### src/rtl/uart_tx_fifo.sv
// UART transmitter fed by a small word FIFO. The serializer pops the head word in IDLE
// and sends start, DBIT data bits LSB first, and stop, each bit 16 baud ticks long.
module uart_tx_fifo #(
    parameter int DBIT    = 8,
    parameter int SB_TICK = 16,
    parameter int DVSR    = 163,
    parameter int ADDR_W  = 2
) (
    input  logic       clk,
    input  logic       reset,
    input  logic       wr_uart,
    input  logic [7:0] w_data,
    output logic       tx_full,
    output logic       tx_empty,
    output logic       tx_busy,
    output logic       tx
);

    localparam int DEPTH = 2 ** ADDR_W;
    localparam int CW    = (DVSR > 1) ? $clog2(DVSR) : 1;
    localparam int SW    = $clog2(((SB_TICK > 16) ? SB_TICK : 16) + 1);
    localparam int NW    = $clog2(DBIT + 1);
    localparam logic [ADDR_W:0] ONE      = (ADDR_W + 1)'(1);
    localparam logic [ADDR_W:0] FULL_CNT = (ADDR_W + 1)'(DEPTH);

    typedef enum logic [1:0] {IDLE, START, DATA, STOP} state_t;

    logic [7:0]        r_mem [DEPTH];
    logic [ADDR_W-1:0] r_wptr, r_rptr;
    logic [ADDR_W:0]   r_count, w_count_next;
    logic              r_full, r_empty;
    logic              w_push, w_pop;

    state_t            r_state, w_state_next;
    logic [CW-1:0]     r_cnt, w_cnt_next;
    logic [SW-1:0]     r_s, w_s_next;
    logic [NW-1:0]     r_n, w_n_next;
    logic [7:0]        r_b, w_b_next;
    logic              r_tx, w_tx_next;
    logic              w_tick;

    // A push is refused whenever the FIFO is full, even if a pop happens on the same clock.
    assign w_push = wr_uart && !r_full;

    always_comb begin
        case ({w_push, w_pop})
            2'b10:   w_count_next = r_count + ONE;
            2'b01:   w_count_next = r_count - ONE;
            default: w_count_next = r_count;
        endcase
    end

    always_ff @(posedge clk) begin
        if (w_push)
            r_mem[r_wptr] <= w_data;
    end

    always_ff @(posedge clk) begin
        if (!reset) begin
            r_wptr  <= '0;
            r_rptr  <= '0;
            r_count <= '0;
            r_full  <= 1'b0;
            r_empty <= 1'b1;
        end else begin
            if (w_push) r_wptr <= r_wptr + 1'b1;
            if (w_pop)  r_rptr <= r_rptr + 1'b1;
            r_count <= w_count_next;
            r_full  <= (w_count_next == FULL_CNT);
            r_empty <= (w_count_next == '0);
        end
    end

    assign w_tick = (r_cnt == CW'(DVSR - 1));

    always_ff @(posedge clk) begin
        if (!reset) begin
            r_state <= IDLE;
            r_cnt   <= '0;
            r_s     <= '0;
            r_n     <= '0;
            r_b     <= '0;
            r_tx    <= 1'b1;
        end else begin
            r_state <= w_state_next;
            r_cnt   <= w_cnt_next;
            r_s     <= w_s_next;
            r_n     <= w_n_next;
            r_b     <= w_b_next;
            r_tx    <= w_tx_next;
        end
    end

    always_comb begin
        w_state_next = r_state;
        w_s_next     = r_s;
        w_n_next     = r_n;
        w_b_next     = r_b;
        w_pop        = 1'b0;
        w_cnt_next   = w_tick ? '0 : r_cnt + CW'(1);
        case (r_state)
            IDLE: begin
                // Holding the baud counter at zero makes every frame start on a full bit.
                w_cnt_next = '0;
                if (!r_empty) begin
                    w_pop        = 1'b1;
                    w_b_next     = r_mem[r_rptr];
                    w_s_next     = '0;
                    w_n_next     = '0;
                    w_state_next = START;
                end
            end
            START: begin
                if (w_tick) begin
                    if (r_s == SW'(15)) begin
                        w_s_next     = '0;
                        w_state_next = DATA;
                    end else begin
                        w_s_next = r_s + SW'(1);
                    end
                end
            end
            DATA: begin
                if (w_tick) begin
                    if (r_s == SW'(15)) begin
                        w_s_next = '0;
                        w_b_next = r_b >> 1;
                        if (r_n == NW'(DBIT - 1))
                            w_state_next = STOP;
                        else
                            w_n_next = r_n + NW'(1);
                    end else begin
                        w_s_next = r_s + SW'(1);
                    end
                end
            end
            STOP: begin
                if (w_tick) begin
                    if (r_s == SW'(SB_TICK - 1)) begin
                        w_s_next     = '0;
                        w_state_next = IDLE;
                    end else begin
                        w_s_next = r_s + SW'(1);
                    end
                end
            end
            default: w_state_next = IDLE;
        endcase
        // The line value is computed from the next state so tx and state change together.
        case (w_state_next)
            START:   w_tx_next = 1'b0;
            DATA:    w_tx_next = w_b_next[0];
            default: w_tx_next = 1'b1;
        endcase
    end

    assign tx       = r_tx;
    assign tx_busy  = (r_state != IDLE);
    assign tx_full  = r_full;
    assign tx_empty = r_empty;

endmodule

### config.mk
export PLATFORM = sky130hd
export DESIGN_NAME = uart_tx_fifo
export DESIGN_NICKNAME = d
export VERILOG_FILES = /design/src/rtl/uart_tx_fifo.sv
export SDC_FILE = /design/constraint.sdc
export NUM_CORES = 1
export LEC_CHECK = 0
export CORE_ASPECT_RATIO = 0.8
export CORE_MARGIN = 4
export CORE_UTILIZATION = 43
export DETAILED_ROUTE_END_ITERATION = 8
export SLEW_MARGIN = 20
export SYNTH_ARGS = -nofsm -noshare
export SYNTH_HDL_FRONTEND = slang
export SYNTH_SLANG_ARGS = --single-unit
export TNS_END_PERCENT = 10
### constraint.sdc
create_clock -name clk -period 2.7 [get_ports clk]
set_input_delay 0.54 -clock clk [delete_from_list [all_inputs] [get_ports clk]]
set_output_delay 0.54 -clock clk [all_outputs]
set_load 0.03 [all_outputs]
# Yosys cells after proc, flatten, opt, wreduce, memory -nomap -nowiden
# Memories as Yosys holds them, arrays and structs flattened. A register that Yosys moved wholly into a read port is not among the register bits.
# Cells that the tools add are included.
[word_totals]
ff_bits = 37
ramBits = 32
in_bits = 11
output_inout_bits = 4
mem_count = 1
[classes]
add_sub_neg = 7
n_eq_ne = 16
n_mux = 30
n_bitwise = 1
reduce_logical = 11
[mem_list]
columns = ["memory", "depth", "word_bits", "read_ports", "rd_clocked_by_memory_dff", "write_ports", "line_no", "source"]
rows = [
  ["r_mem", 4, 8, 1, 1, 1, "28", "logic [7:0] r_mem [DEPTH];"],
]
[ops]
columns = ["op", "n"]
rows = [
  ["two-way mux 8 bit", 3],
  ["two-way mux 2 bit", 10],
  ["two-way mux 4 bit", 4],
  ["one-hot mux 8 bit (2 select lines)", 1],
  ["two-way mux 5 bit", 3],
  ["one-hot mux 5 bit (2 select lines)", 1],
  ["adder 8 x 1 -> 8 bit, second input constant", 1],
  ["equality test 2 bit, second input constant", 4],
  ["equality test 8 bit, second input constant", 1],
  ["!= test 2 bit, second input constant", 4],
  ["one-hot mux 2 bit (4 select lines)", 1],
  ["one-hot mux 4 bit (2 select lines)", 1],
  ["equality test 2 x 1 -> 1 bit, second input constant", 3],
  ["one-hot mux 3 bit (2 select lines)", 1],
  ["OR reduction 3 bit", 2],
  ["adder 5 x 1 -> 5 bit, second input constant", 1],
  ["equality test 5 x 4 -> 1 bit, second input constant", 1],
  ["AND reduction 5 bit", 1],
  ["adder 2 x 1 -> 2 bit, second input constant", 2],
  ["adder 4 x 1 -> 4 bit, second input constant", 1],
  ["equality test 4 x 3 -> 1 bit, second input constant", 1],
  ["two-way mux 1 bit", 4],
  ["AND reduction 4 bit", 1],
  ["nonzero test 2 bit", 2],
  ["11 further kinds", 11],
]

# Logic depth before layout (Yosys ltp)
# Gate-level depths: netlist of run 1.
[logic_depth]
word_depth = 7
mapped_depth = 11

# Worst setup path after synthesis of run 1
# OpenSTA, ideal clock, no wires.
[synth_timing]
path_type = "reg-to-reg"
start = "register r_empty, in the netlist tx_empty"
end = "register r_full, in the netlist tx_full"
setup_time_ns = 0.065
arrival_ns = 2.663
setup_slack_ns = -0.028
path_stages_with_launch = 12
path_buffers = 2
synth_period_minus_slack_ns = 2.728
path_cell_list = "dfxtp_1 > or3_1 > clkbuf_1 > inv_1 > buf_2 > ha_1 > inv_1 > fa_1 > xor2_1 > or3_1 > a21oi_1 > nor2b_1"
[synth_between]
elab_chain_cells = 5
[synth_rtl]
columns = ["item", "line_no", "source"]
rows = [
  ["start, declared", "31", "logic r_full, r_empty;"],
  ["start signal, assigned", "70", "r_empty <= (w_count_next == '0);"],
  ["two-way mux 1 bit *", "105", "if (!r_empty) begin"],
  ["two-way mux 1 bit *", "101", "case (r_state)"],
  ["net w_pop", "32", "logic w_push, w_pop;"],
  ["equality test 2 x 1 -> 1 bit / equality test 2 bit (equally long branches)", "46", "case ({w_push, w_pop})"],
  ["one-hot mux 3 bit (2 select lines) *", "46", ""],
  ["equality test 3 bit *", "69", "r_full <= (w_count_next == FULL_CNT);"],
  ["end signal, assigned", "69", ""],
  ["end, declared", "31", ""],
]
# Mark *: on every way through the listed nets, which the timed path passes. The rest lies on a longest branch.
# A chain may end at the register's enable or synchronous reset.

# Worst setup path after layout of run 1
[layout_timing]
start = "register r_empty, in the netlist tx_empty"
end = "register r_full, in the netlist tx_full"
[layout_between]
elab_chain_cells = 5
[layout_rtl]
columns = ["item", "line_no"]
rows = [
  ["two-way mux 1 bit *", "105"],
  ["two-way mux 1 bit *", "101"],
  ["equality test 2 x 1 -> 1 bit / equality test 2 bit (equally long branches)", "46"],
  ["one-hot mux 3 bit (2 select lines) *", "46"],
  ["equality test 3 bit *", "69"],
]
# Every way passes the cells marked *; elsewhere a longest branch is shown, timed or not.

==> flow_summary.yaml, run 1 <==
cells_and_area:
  final_net_count: 295
  utilization: 0.508
  seq_area_mm2: 0.00174
  multiInputGateArea_mm2: 0.00121
  filler_cell_count: 605
  layout_commonest_cell: "sky130_fd_sc_hd__dfxtp_1"
  count_of_inserted_antenna_diode_cells: 0
  drive_above_1_share: 0.147
  area_growth_pct: 14.3
  final_cell_mix: "38 x sky130_fd_sc_hd__dfxtp_1, 32 x sky130_fd_sc_hd__edfxtp_1, 21 x sky130_fd_sc_hd__nor2_1, 17 x sky130_fd_sc_hd__nand3_1, 15 x sky130_fd_sc_hd__a21oi_1"
grt:
  groute.usage.overall: 0.135
  grt_pass1_wl_mm: 8.89
  grt_max_degree: 18
  number_of_antenna_violations_at_the_first_check_in_global_routing: 0
  gr-total-overflow: 0
  vias_in_the_first_global_route: 1830
clock_tree:
  tritoncts.num_buffers: 9
  post_cts_resize_count: 0
  insertion_delay_ns: 0.34
  clock-sinks: 71
  clockRootBuffer: "sky130_fd_sc_hd__clkbuf_8"
  cts_tree: "built"
  cts.htree.levels: 3
  clkTransAtPathRegs_ns: 0.07
  cts.path.max_buffers: 2
  post-cts-setup-buffers: 0
  number_of_hold_repair_buffers_added_at_the_cts_stage: 0
critical_path:
  timing.critical_path.slowest_stage_cell: "sky130_fd_sc_hd__fa_1"
  timing.critical_path.arrival_ns: 2.67
  crit_required_ns: 2.98
  worst-setup-path-type: "reg -> reg"
  critical_path_peak_fanout: 6
  endpoint_kind: "flip-flop"
  worstPathCellList: "or3_1, inv_1, ha_1, inv_1, fa_1, xor2_1, or3_1, a21oi_1, nor2b_1"
  worstSetupStartpointType: "flip-flop"
  critical_path.max_stage_delay_ns: 0.40
sta:
  grt_setup_unrepaired: "false"
  slew_violations: 0
  layout_min_cycle_time_ns: 2.39
  maxSlewHeadroom: 0.557
  final.setup.worst_slack_ns: 0.306
  finClkSkew_ns: 0.00953
  clock.fmax_ghz: 0.418
  final-hold-violation-count: 0
  period_share: 0.887
  tns_ns: 0
  setup_viol: 0
  tightestPinTransition_ns: 0.661
floorplanning:
  floorplan.initialDensity: 0.445
  die-area_mm2: 0.00859
  die_height_um: 83.7
  dieWidth_um: 103
  floorplan.io_pins: 15
  core-area_mm2: 0.00693
  placement_rows: 27
drt:
  finalWirelength_mm: 5.37
  drt.antenna.violating_nets: 0
  detail_route.wl_per_cell_um: 14.7
  num_vias: 1910
  number_of_search_and_repair_iterations_in_the_first_detailed_routing_pass: 4
  vias_per_cell: 5.22
  route.detailed.drc: 0
  drt_iter0_markers: 74
synth:
  synthesis.nets: 275
  synth_area_per_cell_um2: 12.1
  most_common_flop_cell_mapped_by_yosys: "sky130_fd_sc_hd__dfxtp_1"
  ys_types: 50
  synth-edff-count: 32
  synthesis.area_mm2: 0.00308
  synth.yosys.warnings: 0
  synth_cells: 254
  ys_seq_area_frac: 0.566
  synth-async-reset-ratio: 0
  postSynthRegisterBits: 71
placed_design:
  globalplace.congestion: 0.773
  dp_worst_setup_slack_ns: 0.00298
  buffer_ports.inserted: 14
  place.detailed.hpwl_mm: 3.67
power_and_ir_drop:
  total_leakage_power_nw: 1.23
  power.density_mw_per_mm2: 857
  worst_ir_drop_vdd_uv: 362
job:
  max-cap-violations: 0
hold_path:
  path_type_of_the_worst_min_delay_path: "reg -> reg"
status:
  outcome: "complete, no violations"
## synthesized netlist by cell type, types with 3 or more instances
library cell               instances  area, um2
sky130_fd_sc_hd__a21oi_1          15       75.1
sky130_fd_sc_hd__a22oi_1           6       45.0
sky130_fd_sc_hd__and2_1            6       37.5
sky130_fd_sc_hd__and3_1            3       18.8
sky130_fd_sc_hd__and4b_1           3       30.0
sky130_fd_sc_hd__buf_2             3       15.0
sky130_fd_sc_hd__clkbuf_1          7       26.3
sky130_fd_sc_hd__clkbuf_8          3       41.3
sky130_fd_sc_hd__dfxtp_1          39        781
sky130_fd_sc_hd__edfxtp_1         32        961
sky130_fd_sc_hd__ha_1              9        113
sky130_fd_sc_hd__inv_1             9       33.8
sky130_fd_sc_hd__mux4_2            7        158
sky130_fd_sc_hd__nand2_1           9       33.8
sky130_fd_sc_hd__nand3_1          17       85.1
sky130_fd_sc_hd__nand4_1           6       37.5
sky130_fd_sc_hd__nand4b_1          3       26.3
sky130_fd_sc_hd__nor2_1           21       78.8
sky130_fd_sc_hd__nor2b_1           4       25.0
sky130_fd_sc_hd__o211ai_1          3       22.5
sky130_fd_sc_hd__o21ai_0           3       15.0
sky130_fd_sc_hd__or3_1             5       31.3
sky130_fd_sc_hd__xnor2_1           5       43.8
sky130_fd_sc_hd__xor2_1            7       61.3
## critical path: cells and delay by family (launching register included)
family,cells,cell delay [ns]
AOI/OAI and AO/OA,1,0.22
xor gates and xnor gates,1,0.18
and+or+nand+nor,3,0.85
buffers and inverters,2,0.15
adders and majority gates,2,0.58
DFF,1,0.35
## power by group
| group | total [W] | switching, W | internal [W] |
|---|---|---|---|
| clock network | 0.000899 | 0.000388 | 0.000512 |
| registers | 0.00138 | 0.0000905 | 0.00129 |
| logic | 0.000739 | 0.000383 | 0.000356 |
## area by class of cell
| cell class | count | share of cell area |
|---|---|---|
| Timing Repair Buffer | 23 | 0.0590 |
| Clock buffer | 9 | 0.0352 |
| Clock inverter | 7 | 0.0249 |
| Sequential cell | 71 | 0.495 |
| Tap cell | 87 | 0.0309 |
| Multi-Input combinational cell | 160 | 0.345 |
| Inverter | 9 | 0.00960 |
## through the flow
step	instance area, um2	std cells	total power, W	hold WS [ns]
floorplan	3080	254	0.00195	0.430
global placement	3310	350	0.00214	0.448
detailed placement	3310	350	0.00215	0.455
CTS	3520	366	0.00305	0.469
global route	3520	366	0.00321	0.486
finish	3520	366	0.00301	0.465
## cells by family after synthesis
kind of cell / count (synthesis) / synth area share
buffers and inverters: 23 / 0.0402
AND/OR/NAND/NOR: 90 / 0.168
adder cells (fa/ha/maj): 10 / 0.0431
flip-flops: 71 / 0.566
multiplexers: 11 / 0.0703
AO/OA/AOI/OAI: 37 / 0.0788
XOR/XNOR: 12 / 0.0341
## sequential cells by signal, summed over array words and instances (netlist names), named ones only
name and count:
r_state 2, r_rptr 2, tx_full 1, r_b 8, r_count 3, r_wptr 2
r_s 5, tx 1, r_cnt 8, tx_empty 1, r_mem 32, r_n 4
## layer usage
layer	vias to the layer above	GRT usage	part of all wire
met5	-	0	0
met4	0	0.0334	0.0097
met3	6	0.0618	0.048
met2	32	0.194	0.45
met1	894	0.183	0.49
li1	978	-	-
## final timing paths
path / from / to / slack, ns / depth (start not counted)
min reg2reg: r_cnt[0] / r_cnt[0] / 0.46 / 1
max reg2reg: tx_empty / tx_full / 0.31 / 9
max: tx_empty / tx_full / 0.31 / 9
min: r_cnt[0] / r_cnt[0] / 0.46 / 1
Note: power is estimated with default switching activity, not from simulation.
==> run 2, diff against run 1 <==
--- a/config.mk
+++ b/config.mk
@@ -9,6 +9,7 @@
 export CORE_MARGIN = 4
 export CORE_UTILIZATION = 43
 export DETAILED_ROUTE_END_ITERATION = 8
+export GPL_ROUTABILITY_DRIVEN = 0
 export SLEW_MARGIN = 20
 export SYNTH_ARGS = -nofsm -noshare
 export SYNTH_HDL_FRONTEND = slang
==> results of run 2 <==
Final layout, timing and power as in run 1 (identical DEF).
